==> src/rtl/memarb_pkg.sv <==
// Shared types and constants for the instruction/data memory arbiter.
package memarb_pkg;

    typedef enum logic [1:0] {
        IDLE   = 2'd0,
        D_BUSY = 2'd1,
        I_BUSY = 2'd2
    } arbState_e;

    localparam logic [31:0] MEMARB_NOP = 32'h00000013;
    localparam int unsigned WCNT_W     = 8;

endpackage

==> src/rtl/memarb_ibuf.sv <==
// Single-entry fetch buffer: remembers the last memory fetch so a repeated
// fetch of the same address can complete without a memory access.
module memarb_ibuf #(
    parameter int unsigned AW = 32,
    parameter int unsigned DW = 32
) (
    input  logic          clk,
    input  logic          reset,
    input  logic          fill,
    input  logic [AW-1:0] fillAddr,
    input  logic [DW-1:0] fillData,
    input  logic          inval,
    input  logic [AW-1:0] invalAddr,
    input  logic          clr,
    input  logic [AW-1:0] lookupAddr,
    output logic          hit_c,
    output logic [DW-1:0] hitData
);

    logic [AW-1:0] ibuf_addr;
    logic          ibuf_v;

    // A store to the buffered address makes the cached instruction stale.
    always_ff @(posedge clk or negedge reset) begin
        if (!reset) begin
            ibuf_v    <= 1'b0;
            ibuf_addr <= '0;
            hitData   <= '0;
        end else if (clr) begin
            ibuf_v <= 1'b0;
        end else if (fill) begin
            ibuf_v    <= 1'b1;
            ibuf_addr <= fillAddr;
            hitData   <= fillData;
        end else if (inval && (invalAddr == ibuf_addr)) begin
            ibuf_v <= 1'b0;
        end
    end

    assign hit_c = ibuf_v & (ibuf_addr == lookupAddr);

endmodule

==> src/rtl/mem_arbiter.sv <==
// Arbitrates one variable-latency memory between the fetch and data ports,
// data first. Define MEMARB_IBUF_EN to add a single-entry fetch buffer.
module mem_arbiter
    import memarb_pkg::*;
#(
    parameter int unsigned AW      = 32,
    parameter int unsigned DW      = 32,
    parameter int unsigned TIMEOUT = 255
) (
    input  logic          clk,
    input  logic          reset,
    input  logic          if_req,
    input  logic [AW-1:0] if_addr,
    output logic [DW-1:0] if_rdata,
    output logic          if_ready,
    input  logic          d_req,
    input  logic          d_we,
    input  logic [AW-1:0] d_addr,
    input  logic [DW-1:0] d_wdata,
    output logic [DW-1:0] d_rdata,
    output logic          d_ready,
    output logic          mem_req,
    output logic          mem_we,
    output logic [AW-1:0] mem_addr,
    output logic [DW-1:0] mem_wdata,
    input  logic [DW-1:0] mem_rdata,
    input  logic          mem_ready,
    output logic          stall_mem,
    output logic          err_timeout
);

    localparam int unsigned ToBits = $clog2(TIMEOUT + 1);
    localparam int unsigned CntW   = (ToBits > WCNT_W) ? ToBits : WCNT_W;

    arbState_e     state, stateNext;
    logic          d_done, i_done, dDoneNext, iDoneNext;
    logic [CntW-1:0] wcnt, wcntNext;
    logic          memReqNext, memWeNext, errNext;
    logic [AW-1:0] memAddrNext;
    logic [DW-1:0] memWdataNext, dRdataNext, ifRdataNext;
    logic          dPending, iPending, accDone, accAbort;
    logic          ibufHit;
    logic [DW-1:0] ibufData;

    assign dPending  = d_req & ~d_done;
    assign iPending  = if_req & ~i_done;
    assign stall_mem = dPending | iPending;
    assign d_ready   = d_done;
    assign if_ready  = i_done;

    // mem_req is only ever high in a BUSY state, so this also ignores mem_ready in IDLE.
    assign accDone  = mem_req & mem_ready;
    assign accAbort = mem_req & ~mem_ready & (wcnt == CntW'(TIMEOUT));

`ifdef MEMARB_IBUF_EN
    memarb_ibuf #(.AW(AW), .DW(DW)) uIbuf (
        .clk        (clk),
        .reset      (reset),
        .fill       ((state == I_BUSY) && accDone),
        .fillAddr   (mem_addr),
        .fillData   (mem_rdata),
        .inval      ((state == D_BUSY) && accDone && mem_we),
        .invalAddr  (mem_addr),
        .clr        (accAbort),
        .lookupAddr (if_addr),
        .hit_c      (ibufHit),
        .hitData    (ibufData)
    );
`else
    assign ibufHit  = 1'b0;
    assign ibufData = '0;
`endif

    always_ff @(posedge clk or negedge reset) begin
        if (!reset) begin
            state       <= IDLE;
            mem_req     <= 1'b0;
            mem_we      <= 1'b0;
            mem_addr    <= '0;
            mem_wdata   <= '0;
            if_rdata    <= DW'(MEMARB_NOP);
            d_rdata     <= '0;
            d_done      <= 1'b0;
            i_done      <= 1'b0;
            err_timeout <= 1'b0;
            wcnt        <= '0;
        end else begin
            state       <= stateNext;
            mem_req     <= memReqNext;
            mem_we      <= memWeNext;
            mem_addr    <= memAddrNext;
            mem_wdata   <= memWdataNext;
            if_rdata    <= ifRdataNext;
            d_rdata     <= dRdataNext;
            d_done      <= dDoneNext;
            i_done      <= iDoneNext;
            err_timeout <= errNext;
            wcnt        <= wcntNext;
        end
    end

    // Done flags drop when the pipeline advances; a completion this edge overrides that.
    always_comb begin
        stateNext    = state;
        memReqNext   = mem_req;
        memWeNext    = mem_we;
        memAddrNext  = mem_addr;
        memWdataNext = mem_wdata;
        dRdataNext   = d_rdata;
        ifRdataNext  = if_rdata;
        dDoneNext    = d_done & stall_mem;
        iDoneNext    = i_done & stall_mem;
        wcntNext     = wcnt;
        errNext      = err_timeout | accAbort;

        case (state)
            IDLE: begin
                if (dPending) begin
                    stateNext    = D_BUSY;
                    memReqNext   = 1'b1;
                    memWeNext    = d_we;
                    memAddrNext  = d_addr;
                    memWdataNext = d_wdata;
                    wcntNext     = '0;
                end else if (iPending) begin
                    if (ibufHit) begin
                        iDoneNext   = 1'b1;
                        ifRdataNext = ibufData;
                    end else begin
                        stateNext   = I_BUSY;
                        memReqNext  = 1'b1;
                        memWeNext   = 1'b0;
                        memAddrNext = if_addr;
                        wcntNext    = '0;
                    end
                end
            end
            D_BUSY: begin
                if (accDone || accAbort) begin
                    dDoneNext  = 1'b1;
                    memReqNext = 1'b0;
                    memWeNext  = 1'b0;
                    if (!mem_we) begin
                        dRdataNext = accAbort ? '0 : mem_rdata;
                    end
                    // The pending fetch address is latched now; its request goes out next cycle.
                    if (iPending) begin
                        stateNext   = I_BUSY;
                        memAddrNext = if_addr;
                    end else begin
                        stateNext = IDLE;
                    end
                end else begin
                    wcntNext = CntW'(wcnt + 1'b1);
                end
            end
            I_BUSY: begin
                if (!mem_req) begin
                    memReqNext = 1'b1;
                    wcntNext   = '0;
                end else if (accDone || accAbort) begin
                    iDoneNext   = 1'b1;
                    memReqNext  = 1'b0;
                    ifRdataNext = accAbort ? DW'(MEMARB_NOP) : mem_rdata;
                    stateNext   = IDLE;
                end else begin
                    wcntNext = CntW'(wcnt + 1'b1);
                end
            end
            default: begin
                stateNext  = IDLE;
                memReqNext = 1'b0;
            end
        endcase
    end

endmodule
==> config.mk <==
export PLATFORM = sky130hd
export DESIGN_NAME = mem_arbiter
export DESIGN_NICKNAME = d
export VERILOG_FILES = /design/src/rtl/memarb_pkg.sv /design/src/rtl/memarb_ibuf.sv /design/src/rtl/mem_arbiter.sv
export SDC_FILE = /design/constraint.sdc
export NUM_CORES = 1
export LEC_CHECK = 0
export CAP_MARGIN = 20
export CORE_MARGIN = 1
export CORE_UTILIZATION = 43
export DETAILED_ROUTE_END_ITERATION = 10
export PLACE_DENSITY = 0.8
export SLEW_MARGIN = 10
export SYNTH_ARGS = -nofsm -noshare
export SYNTH_HDL_FRONTEND = slang
export SYNTH_SLANG_ARGS = --single-unit
==> constraint.sdc <==
create_clock -name clk -period 2.5 [get_ports clk]
set_input_delay 0.5 -clock clk [delete_from_list [all_inputs] [get_ports clk]]
set_output_delay 0.5 -clock clk [all_outputs]
set_load 0.1 [all_outputs]
# ---- Word-level counts from Yosys, hierarchy flattened
# Index checks and enable logic that the tools add are counted.
# W data, S select, Z words.
dict set report totals {
  ff_bits 143
  out_inout_bits 134
}
dict set report classes {
  addsub 1
  n_eq_ne 7
  mux 32
  bitwise 13
  reduce_logical 12
}
# op n
set ops {}
lappend ops {{$mux W32} 5}
lappend ops {{$pmux W32 S2} 1}
lappend ops {{$mux W8} 4}
lappend ops {{$pmux W8 S3} 1}
lappend ops {{$mux W1} 12}
lappend ops {{$mux W2} 6}
lappend ops {{$reduce_and A3 Y1} 3}
lappend ops {{$add A8 B1 Y8 const B} 1}
lappend ops {{$eq A8 B8 Y1 const B} 1}
lappend ops {{$reduce_and A2 Y1} 4}
lappend ops {{$and A1 B1 Y1} 7}
lappend ops {{$ne A2 B2 Y1 const B} 3}
lappend ops {{$pmux W2 S3} 1}
lappend ops {{$not A1 Y1} 4}
lappend ops {{$reduce_and A4 Y1} 1}
lappend ops {{$ne A3 B3 Y1 const B} 1}
lappend ops {{$pmux W1 S3} 1}
lappend ops {{$reduce_bool A3 Y1} 1}
lappend ops {{$eq A2 B1 Y1 const B} 1}
lappend ops {{$eq A2 B2 Y1 const B} 1}
lappend ops {{$logic_not A2 Y1} 1}
lappend ops {{$or A1 B1 Y1} 2}
lappend ops {{$pmux W1 S2} 1}
lappend ops {{$reduce_bool A2 Y1} 1}
lappend ops {{$logic_or A1 B1 Y1} 1}

# ---- Logic depth before layout (Yosys ltp)
# Gate-level depths: netlist (run 1).
dict set report depth {
  word_depth 7
  ltp_mapped 8
}

# ---- Worst setup path after synthesis (run 1)
# No wires, ideal clock.
dict set report synth_timing {
  kind {register to register}
  start {reg i_done (netlist: if_ready)}
  end {reg state[0]}
  setup_ps 81
  arrival_time_ps 2434
  t_required_ps 2419
  slack_ps -15
  stages_incl_launch_ff 5
  period_less_slack_ps 2515
  cell_sequence {dfrtp_1 > nand2b_1 > nand2_1 > o22ai_1 > mux2i_1}
}
dict set report synth_between {
  elab_chain_cells 4
}
# element line
set synth_lines {}
lappend synth_lines {{from (decl)} mem_arbiter.sv:36} ;# logic d_done, i_done, dDoneNext, iDoneNext;
lappend synth_lines {{from (signal assigned)} mem_arbiter.sv:96} ;# i_done <= iDoneNext;
lappend synth_lines {{$not A1 Y1} mem_arbiter.sv:46} ;# assign iPending = if_req & ~i_done;
lappend synth_lines {{$and A1 B1 Y1} mem_arbiter.sv:46}
lappend synth_lines {{$ne A3 B3 Y1 (no line)} --}
lappend synth_lines {{$reduce_and A4 Y1 (no line)} --}
lappend synth_lines {{to (signal assigned)} mem_arbiter.sv:88} ;# state <= stateNext;
lappend synth_lines {{to (decl)} mem_arbiter.sv:35} ;# arbState_e state, stateNext;
# No other way between the ends.
# A chain may end at the register's enable or synchronous reset.

# ---- Worst setup path after layout (run 1)
dict set report layout_timing {
  start {reg wcnt[0]}
  end {reg if_rdata[16]}
}
dict set report layout_between {
  elab_chain_cells 4
  word_cells_on_any_way 5
  classes_between {eq/ne (1); mux (1); bitwise (1); reduce/logical (2)}
}
# element line
set layout_lines {}
lappend layout_lines {{from (decl)} mem_arbiter.sv:37} ;# logic [CntW-1:0] wcnt, wcntNext;
lappend layout_lines {{from (signal assigned)} mem_arbiter.sv:98} ;# wcnt <= wcntNext;
lappend layout_lines {{$eq A8 B8 Y1 *} mem_arbiter.sv:53} ;# assign accAbort = mem_req & ~mem_ready & (wcnt == CntW'(TIMEOUT));
lappend layout_lines {{$and A1 B1 Y1 *} mem_arbiter.sv:53}
lappend layout_lines {{$logic_or A1 B1 Y1} mem_arbiter.sv:161} ;# end else if (accDone || accAbort) begin
lappend layout_lines {{$reduce_and A3 Y1 (no line)} --}
lappend layout_lines {{to (signal assigned)} mem_arbiter.sv:81} ;# if_rdata <= DW'(MEMARB_NOP);
lappend layout_lines {{to (signal assigned)} mem_arbiter.sv:93} ;# if_rdata <= ifRdataNext;
lappend layout_lines {{to (decl)} mem_arbiter.sv:14} ;# output logic [DW-1:0] if_rdata,
# Mark *: on every way between the ends. The rest lies on a longest branch, timed or not.

==> impl_results.md, run 1 <==
- Drt drc: 0
- Vias/cell: between 5 and 6
- Worst-path clk slew: approximately 60 ps
- Num ports: about 270
- Final hold vios: 0
- Largest net degree at the start of global routing: 50
- Global-route wire length before repair: 26.43 mm
- Max FO, Critical Path: 14
- Initial DRC count: 199
- CP Buf/Inv Count: 1
- Die height: around 120 um
- CP max-delay cell: o31ai_2
- Cts hold-fix bufs: 0
- Crit Reg-Reg Endpoint: if_rdata[16]
- Die area: roughly 0.015 mm2
- Final-report setup violation count: 0
- IO Port Bufs: approximately 270
- Net Count, Synth: about 600
- Vias: between 4000 and 5000
- Syn_area_per_cell: 13.59 um2
- Final RePlAce weighted congestion: approximately 0.85
- Final hold slack: about 19 ps
- Antenna Violating Nets Remaining: 0
- FF-to-FF path depth: 6
- Slowest cell delay on critical path: 390 ps
- Clock Skews: 7.305 ps
- Status: finished, final reports clean
- Synthesized instance count: ~460
- Clk buf depth: 2
- Core Region: about 0.014 mm2
- Seq/Total Area, Yosys: 57.44%
- Share of layout cells above drive strength 1: 38.55%
- Post-synthesis cell type count: 48
- Rows: 43
- Detailed Route WL: 16.86 mm
- Final Net Count: 873
- Async S/R FF share, synth: between 90% and 100%
- Clock sink count: 143
- Final period util: roughly 85%
- Cts bufs inserted: 17
- Crit path required time: 2790 ps
- Final Util: about two thirds
- #FFs+latches synth: between 100 and 150
- Slew margin rel.: 69.54%
- Crit path max-delay family: simple AND/OR/NAND/NOR gates
- RR Startpoint: wcnt[0]
- Mapped Area: 0.006236 mm2
- Most common cell after layout, fill and taps aside: buf_4
- Yosys Warn Count: 0
- Fin crit period: ~2100 ps
- Initial antenna violation count: 0
- R2r setup slk: approximately 370 ps
- CTS tree: done
- Commonest non-fill, non-tap cells in the layout: buf_4 (145), dfrtp_1 (139), clkdlybuf4s50_1 (132)
- CP Capture Type: flip-flop
- GR Util met3: 6.134%
- RSZ-0062 raised after global routing: no
- Inserted Diodes: 0
- Final Max Slew Viols: 0
- HPWL Detailed: about 12 mm
- Least-Margin Pin Slew: 456.9 ps
- Highest Clock Rate: 468.8 MHz
- Clock Latency Late Sink: between 400 and 500 ps
- Root buffer cell: clkbuf_16
- Most common flop cell mapped by yosys: dfrtp_1
- Post-CTS Setup Repair Bufs: 0
- Die Width: around 120 um
- Number of synthesized flops with an enable pin: 0
- Routed WL per cell: approximately 18 um
- 1st-pass router iterations: 4
- Post-cts resize count: 0
- Initial Util: 44.58%
- Startpoint Class: flip-flop
- HP Class: in2async
- Area Growth Syn to Fin: 51.99%
- Number of global-route vias before repair: 5246
- WS Path Type: reg2reg
- Met2 Use GR: 40.55%
- Placed cells: 896
- Gr usage total: 23.25%
- GRT Residual Overflow: 0
- Busiest grt layer: met2
- Max-cap viol count: 0
- Setup TNS: 0 ps
- CTS H-tree lvls: 4
- CP cell instances: ha_1, nand3_1, o31ai_2, and2_1, buf_4, mux2_2
- Final Non-Filler Cells: roughly 930
- M1 GR Usage: 26.87%
- Arr. time, crit path: 2430 ps
## layer usage
layer / vias up / part of all wire [%] / wire length [um]
met5: - / 0 / 0
met4: 0 / 2.9 / 497
met3: 33 / 4.8 / 801
met2: 141 / 54 / 9071
met1: 2440 / 38 / 6486
li1: 2248 / - / -
## through the flow
stage / cell area (um2) / worst slack (ps)
4_1_cts: 9478 / 373.0
5_1_grt: 9478 / 229.1
2_1_floorplan: 6237 / 18.18
3_3_place_gp: 8872 / 115.1
3_5_place_dp: 8872 / 16.00
6_report: 9478 / 367.0
## cells in the mapped netlist (7+ instances only)
master	n	share of area [%]
buf_6	9	1.6
a2bb2oi_2	10	2.4
clkbuf_1	7	0.42
nor2_1	9	0.54
o22ai_1	33	3.3
nand2_1	8	0.48
and2_1	34	3.4
a2bb2oi_1	22	3.1
dfrtp_1	140	56
a21oi_1	9	0.72
mux2_2	79	14
buf_2	9	0.72
mux2_1	15	2.7
a31oi_1	7	0.70
## sequential cells by signal, summed over array words and instances, names as in the netlist, 2 cells and up
register	count
if_rdata	32
mem_addr	32
d_rdata	32
wcnt	8
state	2
mem_wdata	32
## cells by family (layout without fill, tap and decap cells)
group	Yosys count	in the layout	synth area share, %
buffers and inverters	35	323	3.431
muxes	97	97	17.46
and+or+nand+nor	75	75	7.043
adders and majority gates	4	4	0.8026
DFF	143	143	57.44
AOI/OAI and AO/OA	105	105	13.82
## cell type report
| type | instances | area [um2] |
|---|---|---|
| Clock buffer | 21 | 470.5 |
| Clock inverter | 10 | 135.1 |
| Timing Repair Buffer | 287 | 2601 |
| Fill cell | 1057 | 4511 |
| Inverter | 5 | 18.77 |
| Tap cell | 180 | 225.2 |
| Multi-Input combinational cell | 281 | 2444 |
| Sequential cell | 143 | 3583 |
## worst max-delay path by stage
stage	startpoint	end	slack, ps	cells past startpoint
after floorplan	d_ready	state[0]	20	4
after global placement	mem_ready	if_rdata[13]	120	6
after detailed placement	mem_ready	if_rdata[16]	20	6
after CTS	wcnt[0]	if_rdata[16]	370	6
after global routing	wcnt[0]	if_rdata[16]	230	6
final	wcnt[0]	if_rdata[16]	370	6
Power of run 1 is not shown: default switching activity piles up to over one toggle a cycle in this logic, so the estimate is an artifact.
==> inputs of run 2 (changes only) <==
Settings changed: CTS_CLUSTER_SIZE set to 30.
==> results of run 2 <==
Same layout as run 1: the final DEF is identical, and so are final timing and power.
Power of run 2 is left out for the same reason.
==> inputs of run 3 (changes only) <==
Settings changed: SLEW_MARGIN 10 to unset.
==> results of run 3 <==
Same layout as run 1: the final DEF is identical, and so are final timing and power.
Power of run 3 is left out for the same reason.
